`src/rtl/i_cache.sv`:
```
// Direct-mapped instruction cache with a single outstanding line refill.
// A request accepted in cycle N is looked up in cycle N+1. A hit responds in
// that cycle. A miss fetches the whole line from backing memory, one word per
// beat in ascending order, and then returns the missed word.
module i_cache #(
  parameter int ADDR_WIDTH     = 32,
  parameter int INSTR_WIDTH    = 32,
  parameter int NUM_LINES      = 16,
  parameter int WORDS_PER_LINE = 4
) (
  input  logic                   i_clk,
  input  logic                   i_reset_n,
  input  logic                   i_req_valid,
  input  logic [ADDR_WIDTH-1:0]  i_req_addr,
  output logic                   o_req_ready,
  input  logic                   i_kill,
  input  logic                   i_flush,
  output logic                   o_rsp_valid,
  output logic [INSTR_WIDTH-1:0] o_rsp_instr,
  output logic [ADDR_WIDTH-1:0]  o_rsp_addr,
  output logic                   o_mem_req_valid,
  output logic [ADDR_WIDTH-1:0]  o_mem_addr,
  input  logic                   i_mem_req_ready,
  input  logic                   i_mem_rsp_valid,
  input  logic [INSTR_WIDTH-1:0] i_mem_rsp_data
);

  localparam int OFF_W = $clog2(WORDS_PER_LINE);
  localparam int IDX_W = $clog2(NUM_LINES);
  localparam int TAG_W = ADDR_WIDTH - 2 - OFF_W - IDX_W;
  localparam logic [OFF_W-1:0] LAST_BEAT = OFF_W'(WORDS_PER_LINE - 1);

  typedef enum logic [1:0] {
    S_IDLE,
    S_MISS_REQ,
    S_REFILL,
    S_RESPOND
  } state_t;

  state_t r_state;
  state_t w_state_nxt;

  // Line storage. Only the valid bits need a defined value after reset.
  logic [NUM_LINES-1:0]   r_valid;
  logic [TAG_W-1:0]       r_tag  [NUM_LINES];
  logic [INSTR_WIDTH-1:0] r_data [NUM_LINES*WORDS_PER_LINE];

  // The pending lookup also serves as the miss address for the refill.
  logic                  r_pend_valid;
  logic [ADDR_WIDTH-1:0] r_pend_addr;

  logic [OFF_W-1:0] r_beat;
  logic             r_killed;   // refill result must not be returned
  logic             r_flushed;  // refilled line must stay invalid

  logic [OFF_W-1:0] w_off;
  logic [IDX_W-1:0] w_idx;
  logic [TAG_W-1:0] w_tag;
  logic             w_hit;
  logic             w_lookup;
  logic             w_last_beat;
  logic             w_refill_beat;
  logic             w_accept;
  logic             w_req_ready;
  logic             w_rsp_valid;
  logic             w_mem_req_valid;

  assign w_off = r_pend_addr[2 +: OFF_W];
  assign w_idx = r_pend_addr[2 + OFF_W +: IDX_W];
  assign w_tag = r_pend_addr[ADDR_WIDTH-1 -: TAG_W];

  // A flush in the lookup cycle turns the lookup into a miss.
  assign w_hit         = r_pend_valid && r_valid[w_idx] && (r_tag[w_idx] == w_tag) && !i_flush;
  assign w_lookup      = (r_state == S_IDLE) && r_pend_valid;
  assign w_refill_beat = (r_state == S_REFILL) && i_mem_rsp_valid;
  assign w_last_beat   = w_refill_beat && (r_beat == LAST_BEAT);
  assign w_accept      = i_req_valid && w_req_ready;

  // Next-state and handshake decode.
  always_comb begin
    // NOTE: every signal written here gets a default first so no path can
    // leave it unassigned and infer a latch.
    w_state_nxt     = r_state;
    w_req_ready     = 1'b0;
    w_rsp_valid     = 1'b0;
    w_mem_req_valid = 1'b0;
    case (r_state)
      S_IDLE: begin
        w_req_ready = !i_kill && !i_flush && !(r_pend_valid && !w_hit);
        if (w_lookup && !i_kill) begin
          if (w_hit) w_rsp_valid = 1'b1;
          else       w_state_nxt = S_MISS_REQ;
        end
      end
      S_MISS_REQ: begin
        w_mem_req_valid = 1'b1;
        if (i_mem_req_ready) w_state_nxt = S_REFILL;
      end
      S_REFILL: begin
        if (w_last_beat) w_state_nxt = (r_killed || i_kill) ? S_IDLE : S_RESPOND;
      end
      S_RESPOND: begin
        w_rsp_valid = !i_kill;
        w_state_nxt = S_IDLE;
      end
      default: w_state_nxt = S_IDLE;
    endcase
  end

  // State register.
  always_ff @(posedge i_clk) begin
    // NOTE: sequential state uses non-blocking assignments so every register
    // samples the pre-edge values regardless of block ordering.
    if (!i_reset_n) r_state <= S_IDLE;
    else            r_state <= w_state_nxt;
  end

  // Pending lookup: captured on accept, dropped once the FSM settles in IDLE.
  always_ff @(posedge i_clk) begin
    if (!i_reset_n) begin
      r_pend_valid <= 1'b0;
      r_pend_addr  <= '0;
    end else if (w_accept) begin
      r_pend_valid <= 1'b1;
      r_pend_addr  <= i_req_addr;
    end else if (w_state_nxt == S_IDLE) begin
      r_pend_valid <= 1'b0;
    end
  end

  // Beat counter and sticky kill/flush flags for the refill in progress.
  always_ff @(posedge i_clk) begin
    if (!i_reset_n) begin
      r_beat    <= '0;
      r_killed  <= 1'b0;
      r_flushed <= 1'b0;
    end else begin
      if (w_refill_beat) r_beat <= r_beat + OFF_W'(1);
      if (r_state == S_IDLE) begin
        r_killed  <= 1'b0;
        r_flushed <= 1'b0;
      end else begin
        if (i_kill)  r_killed  <= 1'b1;
        if (i_flush) r_flushed <= 1'b1;
      end
    end
  end

  // Valid bits: a flush wins over validating the line on its last beat.
  always_ff @(posedge i_clk) begin
    if (!i_reset_n)                    r_valid        <= '0;
    else if (i_flush)                  r_valid        <= '0;
    else if (w_last_beat && !r_flushed) r_valid[w_idx] <= 1'b1;
  end

  // Data and tag arrays are written by the refill only.
  always_ff @(posedge i_clk) begin
    // NOTE: no reset on the arrays; a line is unreadable until its valid bit
    // is set, which happens only after every word has been written.
    if (w_refill_beat) r_data[{w_idx, r_beat}] <= i_mem_rsp_data;
    if (w_last_beat)   r_tag[w_idx]            <= w_tag;
  end

  // All outputs read as zero while reset is held.
  assign o_req_ready     = i_reset_n && w_req_ready;
  assign o_rsp_valid     = i_reset_n && w_rsp_valid;
  assign o_mem_req_valid = i_reset_n && w_mem_req_valid;
  assign o_rsp_instr     = i_reset_n ? r_data[{w_idx, w_off}] : '0;
  assign o_rsp_addr      = i_reset_n ? r_pend_addr : '0;
  assign o_mem_addr      = i_reset_n ? {r_pend_addr[ADDR_WIDTH-1:OFF_W+2], {(OFF_W+2){1'b0}}} : '0;

endmodule

```
`config.mk`:
```
export PLATFORM = sky130hd
export DESIGN_NAME = i_cache
export DESIGN_NICKNAME = d
export VERILOG_FILES = /design/src/rtl/i_cache.sv
export SDC_FILE = /design/constraint.sdc
export NUM_CORES = 2
export LEC_CHECK = 0
export BUFFER_PORTS_ARGS = -buffer_cell sky130_fd_sc_hd__buf_4
export CORE_MARGIN = 10
export CORE_UTILIZATION = 55
export DETAILED_ROUTE_END_ITERATION = 10
export PLACE_DENSITY = 0.71
export SLEW_MARGIN = 20
export SYNTH_ARGS = -nofsm -noshare
export SYNTH_HDL_FRONTEND = slang
export SYNTH_SLANG_ARGS = --single-unit
```
`constraint.sdc`:
```
create_clock -name i_clk -period 5.2 [get_ports i_clk]
set_input_delay 0.78 -clock i_clk [delete_from_list [all_inputs] [get_ports i_clk]]
set_output_delay 0.78 -clock i_clk [all_outputs]
set_load 0.02 [all_outputs]
```
==> tab_implementation.tex <==
\begin{tabular}{lr}
\hline
Metric & Value \\
\hline
\multicolumn{2}{l}{\textbf{Global routing}} \\
Sum of overflow across all layers after global routing & 0 \\
Antenna violations before repair & 8 \\
Wire length of the first global-routing pass & 334000 µm \\
Via count of the first global-routing pass & 45500 \\
Maximum number of pins on one net before global-route repair & 106 \\
GRT Util Overall & 0.241 \\
\multicolumn{2}{l}{\textbf{Die}} \\
Starting Density & 0.552 \\
Core Area & about 170000 µm² \\
Chip Width & between 400 and 500 µm \\
Overall die area & 191000 µm² \\
Vertical die dimension & 438 µm \\
Placement Rows & 153 \\
Ports placed on the boundary & 170 \\
\multicolumn{2}{l}{\textbf{Critical path}} \\
Biggest cell delay along the critical path & 0.68 ns \\
Critical Path Most Common Cell & sky130\_fd\_sc\_hd\_\_mux4\_2 \\
Capturing element type of the critical path & output pin \\
Worst R2R Path Depth & 9 \\
Worst setup path class & reg2out \\
Cells along the critical path & buf\_12 > mux4\_2 > mux4\_2 > mux2i\_1 > nand2\_1 > and3\_1 > buf\_4 \\
Required @ worst endpoint & $\sim$4.4 ns \\
Critical Path AT & about 4.2 ns \\
Largest fanout of any net on the critical path & 55 \\
R2r endpoint & r\_pend\_valid \\
Critical Path Slowest Stage Cell & sky130\_fd\_sc\_hd\_\_dfxtp\_4 \\
Buffering stage count on the worst path with inverters included & 2 \\
Delay-heaviest family, CP & multiplexers \\
Startpoint Class & flip-flop \\
Reg2reg setup slack & 1.08 ns \\
Launch instance of the worst register-to-register path & r\_pend\_addr[5] \\
\multicolumn{2}{l}{\textbf{Hold path}} \\
Hold endpoint & r\_pend\_addr[19] \\
Worst hold start & i\_req\_addr[19] \\
Path category of the worst min-delay check & in2reg \\
Instance count along the most critical hold path & 3 \\
\multicolumn{2}{l}{\textbf{Synthesis}} \\
Leading register cell type out of synthesis & sky130\_fd\_sc\_hd\_\_edfxtp\_1 \\
Gate count after technology mapping & 4108 \\
Summed instance area of the synthesized netlist & 95900 µm² \\
Fraction of synthesized area in multiplexers & 0.185 \\
Share of synthesized cell area in and, or, nand and nor gates & 0.0164 \\
Largest area contributor in the synthesized netlist & sky130\_fd\_sc\_hd\_\_edfxtp\_1 \\
Number of unique standard cell types used by synthesis & 57 \\
EDFF count, synth & 2432 \\
Share of flip-flops with an asynchronous set or reset after synthesis & 0 \\
Dominant combinational cell family by area after synthesis & multiplexers \\
Synth Area in Compound Gates & 0.00668 \\
Adder-cell share of the synthesized area & 0.000652 \\
Synth Area per Inst & 23.3 µm² \\
Synth area leaders & sky130\_fd\_sc\_hd\_\_edfxtp\_1 (76\%), sky130\_fd\_sc\_hd\_\_mux4\_2 (17\%), sky130\_fd\_sc\_hd\_\_dfxtp\_1 (1.3\%) \\
Top cell type's share of synthesized area & 0.761 \\
Flops \& latches, synth & 2493 \\
Sequential area share after synthesis & 0.774 \\
Post-Synth XOR/XNOR Area & 0.00310 \\
Total of warnings raised by yosys & 0 \\
\multicolumn{2}{l}{\textbf{Timing}} \\
Number of endpoints with negative hold slack in the final report & 0 \\
Number of max-slew violations in the final report & 0 \\
Least-Margin Pin Slew & 1.17 ns \\
Post-Route Hold Slack & 0.173 ns \\
Number of endpoints failing setup at the final stage & 0 \\
Time the final worst path needs with I/O delays and setup & between 5 and 6 ns \\
Final setup TNS & 0 ns \\
Worst max-slew margin expressed relative to the limit & 0.220 \\
F\_max & roughly 200 MHz \\
Fin crit share & 0.965 \\
Worst Clk Skew & 0.0664 ns \\
Worst-case setup margin in the final layout & 0.182 ns \\
Setup repair after global routing missed its margin & false \\
\multicolumn{2}{l}{\textbf{Route}} \\
Routed wire per std cell & between 30 and 40 µm \\
TritonRoute pass-1 iters & 6 \\
Post-route DRC violation count & 0 \\
Vias & between 40000 and 50000 \\
Iteration-0 DRC count of the detailed router & 6121 \\
Antenna-violating nets left & 0 \\
DRT Wirelength & 232000 µm \\
Detail-routed via count per cell & approximately 6.5 \\
\multicolumn{2}{l}{\textbf{CTS}} \\
Clock-pin slew of the registers on the worst-case setup and hold paths & roughly 0.070 ns \\
Clock sink count & 2493 \\
Buffer cell driving the clock tree root & sky130\_fd\_sc\_hd\_\_clkbuf\_16 \\
CTS tree & done \\
Number of buffers on the longest clock path & 3 \\
Number of buffers created by CTS & 232 \\
Htree depth & 4 \\
Worst-Skew Late Latency & 0.88 ns \\
\multicolumn{2}{l}{\textbf{Flow run}} \\
Maxcap violations & 0 \\
\multicolumn{2}{l}{\textbf{Cells and area}} \\
Area growth from synthesis to layout & 13.9\% \\
Post-route insts no fill & between 6000 and 7000 \\
Commonest cells after routing, fill and taps aside & sky130\_fd\_sc\_hd\_\_edfxtp\_1 (2432), sky130\_fd\_sc\_hd\_\_mux4\_2 (744), sky130\_fd\_sc\_hd\_\_buf\_4 (294), sky130\_fd\_sc\_hd\_\_clkbuf\_16 (233), sky130\_fd\_sc\_hd\_\_nand2\_1 (121) \\
Most frequent standard cell in the layout excluding fill and tap cells & sky130\_fd\_sc\_hd\_\_edfxtp\_1 \\
Area of all placed cells without fillers & around 110000 µm² \\
End-of-flow core utilization & 0.629 \\
Share of layout cells above drive strength 1 & 0.326 \\
Final \#Nets & 4521 \\
\multicolumn{2}{l}{\textbf{Placed design}} \\
Worst Setup Slack post-DPL & 0.454 ns \\
Final weighted congestion of routability-driven global placement & 0.772 \\
Placed Instances & 6516 \\
HPWL reported at the end of detailed placement & 127000 µm \\
Number of input and output port buffers inserted & about 170 \\
Post-DP Area & 101000 µm² \\
\multicolumn{2}{l}{\textbf{Outcome}} \\
Result of the run & finished clean \\
\multicolumn{2}{l}{\textbf{Power and ir drop}} \\
Worst VDD drop & 0.431 mV \\
NetSw & around 9.1 mW \\
Total power & 41.6 mW \\
Leak & 33.5 nW \\
Comb power frac & 0.065 \\
Proportion of power drawn by flip-flops and latches & 0.534 \\
Part of the total power dissipated in the clock network & 0.401 \\
Switching portion of total power & 0.218 \\
Internal Power & between 30 and 40 mW \\
Power density relative to cell area & 381 nW/µm² \\
\hline
\end{tabular}
## registers in the layout, summed over array words and instances, names as in the netlist, named ones only
name and count:
r_data 2048, r_state 2, r_valid 16, r_killed 1
r_pend_addr 32, r_pend_valid 1, r_beat 2, r_tag 384
r_flushed 1
## cell usage after synthesis, types with 3 or more instances
cell,count
sky130_fd_sc_hd__edfxtp_1,2432
sky130_fd_sc_hd__mux4_2,744
sky130_fd_sc_hd__clkbuf_1,148
sky130_fd_sc_hd__nor2_1,126
sky130_fd_sc_hd__nand2_1,121
sky130_fd_sc_hd__mux2i_1,100
sky130_fd_sc_hd__dfxtp_1,61
sky130_fd_sc_hd__buf_2,40
sky130_fd_sc_hd__buf_4,39
sky130_fd_sc_hd__inv_1,37
sky130_fd_sc_hd__xnor2_1,23
sky130_fd_sc_hd__buf_1,21
sky130_fd_sc_hd__nor2b_1,20
sky130_fd_sc_hd__and2_1,19
sky130_fd_sc_hd__a211oi_1,16
sky130_fd_sc_hd__a21oi_1,14
sky130_fd_sc_hd__and3_1,12
sky130_fd_sc_hd__nand3_1,12
sky130_fd_sc_hd__xor2_1,11
sky130_fd_sc_hd__a22oi_1,10
sky130_fd_sc_hd__nand2b_1,9
sky130_fd_sc_hd__a311oi_1,8
sky130_fd_sc_hd__a31oi_1,8
sky130_fd_sc_hd__nor4_1,7
sky130_fd_sc_hd__o22ai_1,7
sky130_fd_sc_hd__a221oi_1,5
sky130_fd_sc_hd__ha_1,5
sky130_fd_sc_hd__nand4_1,4
sky130_fd_sc_hd__nor3_1,4
sky130_fd_sc_hd__o21ai_0,4
sky130_fd_sc_hd__and4_1,3
sky130_fd_sc_hd__buf_6,3
sky130_fd_sc_hd__or3_1,3
## worst max path at each step
stage / to / depth (start not counted) / slack, ns
final: o_rsp_instr[0] / 7 / 0.18
after global routing: o_rsp_instr[19] / 8 / 0.01
after CTS: o_rsp_valid / 13 / 0.003
after detailed placement: o_rsp_valid / 12 / 0.45
after global placement: o_rsp_valid / 12 / 0.51
after floorplan: o_rsp_instr[0] / 9 / 1.15
## layout make-up
cell class / count / area (µm²)
diodes: 2 / 5.00
clock inverters: 143 / 1500
flip-flops and latches: 2493 / 74300
multi-input cells: 1327 / 21000
clock buffers: 291 / 6080
well taps: 2325 / 2910
fillers: 11200 / 64300
inverters: 40 / 153
repair buffers: 351 / 3390
## kinds of logic after synthesis
group	after synthesis
DFF	2493
muxes	845
and+or+nand+nor	349
buffers and inverters	291
AOI/OAI and AO/OA	90
xor gates and xnor gates	34
adders and majority gates	5
other	1
## power groups by stage
stage | Sequential [mW] | Clock (mW) | Combinational, mW
final | 22.2 | 16.7 | 2.70
after detailed placement | 22.7 | 0 | 2.68
after CTS | 22.2 | 16.9 | 2.72
after floorplan | 22.6 | 0 | 1.63
after global placement | 22.6 | 0 | 2.65
after global routing | 22.2 | 17.7 | 2.85
## routing by layer
layer  routed length, µm  vias up  track usage  share of wire
met5                  13        -            0       0.000056
met4                6040        2       0.0657          0.026
met3               22900      355       0.0440          0.099
met2              113000     2612        0.378           0.49
met1               90400    24600        0.354           0.39
li1                    -    18100            -              -
## worst min-delay path: cells and delay by family
kind / cells / cell delay [ns]
AND/OR/NAND/NOR: 1 / 0.05
buffers and inverters: 1 / 0.11
multiplexers: 1 / 0.05
## repair_timing
action,4_1_cts,5_1_grt
hold buffers,0,0
gates cloned,1,1
endpoints found under the setup margin,2,2
pin swaps,0,0
buffers inserted,7,7
resized for setup,4,6
(Power assumes the default switching activity.)
